**config.mk**
```make
export PLATFORM = sky130hd
export DESIGN_NAME = libhdl_fifo_burst_reader
export DESIGN_NICKNAME = d
export VERILOG_FILES = /design/src/rtl/libhdl_fifo_burst_reader.sv
export SDC_FILE = /design/constraint.sdc
export NUM_CORES = 1
export LEC_CHECK = 0
export BUFFER_PORTS_ARGS = -buffer_cell sky130_fd_sc_hd__buf_2
export CAP_MARGIN = 20
export CORE_AREA = 2 2 67 56
export CTS_CLUSTER_DIAMETER = 40
export DETAILED_ROUTE_END_ITERATION = 8
export DIE_AREA = 0 0 69 58
export PLACE_DENSITY = 0.73
export SLEW_MARGIN = 10
export SYNTH_ARGS = -nofsm -noshare
export SYNTH_HDL_FRONTEND = slang
export SYNTH_SLANG_ARGS = --single-unit
```
**constraint.sdc**
```tcl
create_clock -name i_clk -period 2.41 [get_ports i_clk]
set_clock_uncertainty 0.1 [all_clocks]
set_input_delay 0.241 -clock i_clk [delete_from_list [all_inputs] [get_ports i_clk]]
set_output_delay 0.241 -clock i_clk [all_outputs]
set_load 0.05 [all_outputs]
```
**src/rtl/libhdl_fifo_burst_reader.sv**
```systemverilog
// libhdl_fifo_burst_reader: drains FIFO words in full or partial bursts onto a valid/ready stream
module libhdl_fifo_burst_reader #(
    parameter int DATA_LEN  = 32,
    parameter int DEPTH     = 1024,
    parameter int BURST_LEN = 16,
    parameter int TIMEOUT   = 256,
    parameter int CNT_LEN   = $clog2(DEPTH + 1),
    parameter int LEN_W     = $clog2(BURST_LEN + 1)
) (
    input  logic                i_clk,
    input  logic                i_rst,
    input  logic                i_fifo_vld,
    output logic                o_fifo_rdy,
    input  logic [DATA_LEN-1:0] i_fifo_dat,
    input  logic [CNT_LEN-1:0]  i_fifo_count,
    input  logic                i_flush,
    output logic                o_vld,
    input  logic                i_rdy,
    output logic [DATA_LEN-1:0] o_dat,
    output logic                o_first,
    output logic                o_last,
    output logic [LEN_W-1:0]    o_len,
    output logic                o_busy
);
    localparam int TMO_W = TIMEOUT < 2 ? 1 : $clog2(TIMEOUT);
    localparam logic [TMO_W-1:0] TMO_LAST = TIMEOUT == 0 ? '0 : TMO_W'(TIMEOUT - 1);
    localparam logic [CNT_LEN-1:0] FULL_CNT = CNT_LEN'(BURST_LEN);

    typedef enum logic {IDLE, BURST} state_t;

    state_t           state, state_nxt;
    logic [LEN_W-1:0] beat;
    logic [TMO_W-1:0] tmo_cnt;
    logic             full, partial, hs, done;

    // state register
    always_ff @(posedge i_clk) begin
        state <= i_rst ? IDLE : state_nxt;
    end

    // next state: full burst wins over flush/timeout, last handshake returns to idle
    always_comb begin
        full      = i_fifo_count >= FULL_CNT;
        partial   = i_fifo_count != '0 && (i_flush || (TIMEOUT != 0 && tmo_cnt == TMO_LAST));
        hs        = state == BURST && i_fifo_vld && i_rdy;
        done      = hs && beat == o_len - LEN_W'(1);
        state_nxt = state == IDLE ? ((full || partial) ? BURST : IDLE) : (done ? IDLE : BURST);
    end

    // outputs: zero-latency pass-through of the FIFO read port while bursting
    always_comb begin
        o_busy     = state == BURST;
        o_vld      = o_busy && i_fifo_vld;
        o_fifo_rdy = o_busy && i_rdy;
        o_dat      = i_fifo_dat;
        o_first    = o_vld && beat == '0;
        o_last     = o_vld && beat == o_len - LEN_W'(1);
    end

    // burst length latch, beat counter and saturating idle timeout counter
    always_ff @(posedge i_clk) begin
        if (i_rst) begin
            o_len   <= '0;
            beat    <= '0;
            tmo_cnt <= '0;
        end else begin
            if (state == IDLE && full)
                o_len <= LEN_W'(BURST_LEN);
            else if (state == IDLE && partial)
                o_len <= LEN_W'(i_fifo_count);
            beat    <= done ? '0 : (hs ? beat + LEN_W'(1) : beat);
            tmo_cnt <= (state == BURST || i_fifo_count == '0 || full || partial) ? '0 :
                       (tmo_cnt == TMO_LAST ? tmo_cnt : tmo_cnt + TMO_W'(1));
        end
    end
endmodule
```
==> results.sh <==
export IMPL_outcome="complete, no violations"
export IMPL_synthArstFlopShare_pct=0
export IMPL_finalNetCount=197
export IMPL_synth_ff_type="dfxtp_1"
export IMPL_clock_sinks=19
export IMPL_vias_per_cell=5.097
export IMPL_wl_mm=2.365
export IMPL_insertion_delay_ps=250
export IMPL_fp_dieH_microns=58
export IMPL_timing_setup_tns_ps=0
export IMPL_placed_area_sq_mm=0.001254
export IMPL_yosys_area_share_simple_pct=24.14
export IMPL_grt_use_total_pct=11.62
export IMPL_cts_root_buf="clkbuf_8"
export IMPL_synth_fp_nets=201
export IMPL_slew_viol_final=0
export IMPL_synth_edf_count=0
export IMPL_synth_adder_area_share_pct=3.817
export IMPL_wl_per_cell_microns=12.72
export IMPL_setup_ws_ps=256.7
export IMPL_grt_overflow_total=0
export IMPL_dieArea_sq_mm=0.004002
export IMPL_syn_inst=149
export IMPL_fin_crit_sh_pct=89.35
export IMPL_tightest_slew_ps=528.3
export IMPL_die_x_microns=69
export IMPL_core_sq_mm=0.003328
export IMPL_ys_ff_latch=19
export IMPL_htree_levels=1
export IMPL_crit_type="flip-flop to primary output"
export IMPL_grt_first_pass_wirelength_mm=3.739
export IMPL_synth_compound_area_share_pct=8.779
export IMPL_avgSynthCellArea_sq_um=8.800
export IMPL_fmax_mhz=464.4
export IMPL_grt_pass1_vias=823
export IMPL_period_minus_slack_ps=2153
export IMPL_cts_hold_buf=0
export IMPL_rsz0062_at_grt="false"
export IMPL_ir_drop_mv=0.1830
export IMPL_grt_start_max_net_pins=12
export IMPL_ios=90
export IMPL_dr_first_iter_drc_count=73
export IMPL_critPathArrivalTime_ps=1810
export IMPL_cts_resized=0
export IMPL_start_util_pct=39.40
export IMPL_switchingPower_mw=0.1654
export IMPL_dp_slack_ps=533.1
export IMPL_hpwl_mm=1.826
export IMPL_worst_endpoint_required_ps=2070
export IMPL_portBuffers=25
export IMPL_cts_setup_buffers=0
export IMPL_drtPass1Iterations=4
export IMPL_numCtsBuffers=3
export IMPL_drive_gt1_share_pct=25.00
export IMPL_synth_top_family_by_area="simple AND/OR/NAND/NOR gates"
export IMPL_cellPowerDensity_mw_per_mm2=490.2
export IMPL_combPwrFrac_pct=14.5
export IMPL_pwr_share_clk_pct=34.1
export IMPL_synth_warnings=0
export IMPL_min_path_type="input pin to flip-flop"
export IMPL_drv_cap=0
export IMPL_seqPwrFrac_pct=51.3
export IMPL_hold_viol=0
export IMPL_crit_fanout=5
export IMPL_synth_cell_types=33
export IMPL_num_vias=948
export IMPL_synth_mux_area_share_pct=3.053
export IMPL_slew_headroom_pct=64.66
export IMPL_area_growth_pct=-0.9539
export IMPL_gp_congestion=0.8129
export IMPL_clk_pin_slew_ps=70
export IMPL_antenna_found_initial=0
export IMPL_multi_input_area_sq_um=661.9
export IMPL_finalSetupViolCount=0
export IMPL_drc=0
export IMPL_synth_xor_area_share_pct=10.02
export IMPL_end_kind="primary output"
export IMPL_intPower_mw=0.4712
export IMPL_fill_cells=337
export IMPL_switching_share_pct=25.98
export IMPL_cts_tree="done"
export IMPL_clock_path_buffers=2
export IMPL_p_leak_nw=0.5420
export IMPL_startpoint_type="flip-flop"
export IMPL_fin_hold_ws_ps=153.8
export IMPL_postLayoutCellArea_sq_mm=0.001299
export IMPL_seq_area_sq_um=380.4
export IMPL_row_count=19
export IMPL_syn_area_sq_mm=0.001311
export IMPL_final_antenna_net_count=0
export IMPL_seq_area_frac_synth_pct=29.01
export IMPL_antenna_cells=0
==> cell usage in the layout (no fill, tap or decap), types with 2 or more instances in the layout <==
cell / instances
nor2_1: 15
buf_2: 25
and2_1: 3
nand4_1: 4
nand3_1: 3
mux2i_1: 4
xor2_1: 10
clkbuf_8: 3
o2111ai_1: 2
nand4b_1: 2
a21oi_1: 3
nand2_1: 5
ha_1: 4
xnor2_1: 5
nand3b_1: 9
inv_1: 7
dfxtp_1: 19
and3_1: 2
==> cell usage after synthesis (all sizes together), types with 2 or more instances <==
| cell type | count | share of area [%] |
|---|---|---|
| buf | 32 | 18 |
| dfxtp | 19 | 29 |
| nor2 | 16 | 4.6 |
| xor2 | 10 | 6.7 |
| nand3b | 9 | 5.2 |
| inv | 7 | 2.0 |
| nand2 | 5 | 1.4 |
| xnor2 | 5 | 3.3 |
| ha | 4 | 3.8 |
| mux2i | 4 | 3.1 |
| nand4 | 4 | 1.9 |
| a21oi | 3 | 1.1 |
| and2 | 3 | 1.4 |
| clkbuf | 3 | 0.86 |
| nand3 | 3 | 1.1 |
| nor4 | 3 | 2.6 |
| and3 | 2 | 0.95 |
| nand4b | 2 | 1.3 |
| o2111ai | 2 | 1.3 |
==> cell families (layout without fill, tap and decap cells) <==
group / Yosys count / after routing
AND/OR/NAND/NOR: 53 / 53
buffers and inverters: 42 / 37
multiplexers: 4 / 4
AO/OA/AOI/OAI: 12 / 12
flip-flops: 19 / 19
adder cells (fa/ha/maj): 4 / 4
XOR/XNOR: 15 / 15
==> power groups by stage <==
stage	Sequential [mW]	Clock, mW	Combinational [mW]
final	0.327	0.217	0.0926
after global routing	0.327	0.235	0.100
after CTS	0.327	0.223	0.0929
after detailed placement	0.334	0	0.0925
after global placement	0.334	0	0.0919
after floorplan	0.345	0	0.193
==> through the flow <==
stage	instances	power (mW)	util, %
2_1_floorplan	149	0.5382	-
3_3_place_gp	182	0.4258	37.67
3_5_place_dp	182	0.4264	37.67
4_1_cts	186	0.6423	39.02
5_1_grt	186	0.6624	39.02
6_report	186	0.6366	39.02
==> flip-flops by register name, summed over array words and instances, names as in the netlist <==
register	cells
o_busy	1
beat	5
o_len	5
tmo_cnt	8
==> final timing paths <==
check | from | endpoint | slack, ps | cells after the start
max | o_len[0] | o_last | 260 | 7
min | i_rst | o_len[4] | 150 | 2
max reg2reg | tmo_cnt[0] | o_len[0] | 530 | 5
min reg2reg | tmo_cnt[0] | tmo_cnt[0] | 340 | 1
==> layout make-up <==
type                            instances  share of cell area (%)
Sequential cell                        19                   29.29
Timing Repair Buffer                   26                   10.21
Tap cell                               42                   4.046
Clock buffer                            4                   3.468
Inverter                                7                   2.023
Multi-Input combinational cell         88                   50.96
==> routing by layer <==
metal	vias to the layer above	routed length, microns	global-route usage, %
met5	-	0	0
met4	0	126	9.244
met3	24	243	3.826
met2	45	845	15.11
met1	410	1150	15.61
li1	469	-	-
==> worst max-delay path, stage by stage, from the launching register on <==
cell       delay, ps
dfxtp_1          400
inv_1             60
ha_1             230
xor2_1           150
o2111ai_1        230
nand3_1          130
nor2_2            90
buf_2            260
(Power assumes the default switching activity.)
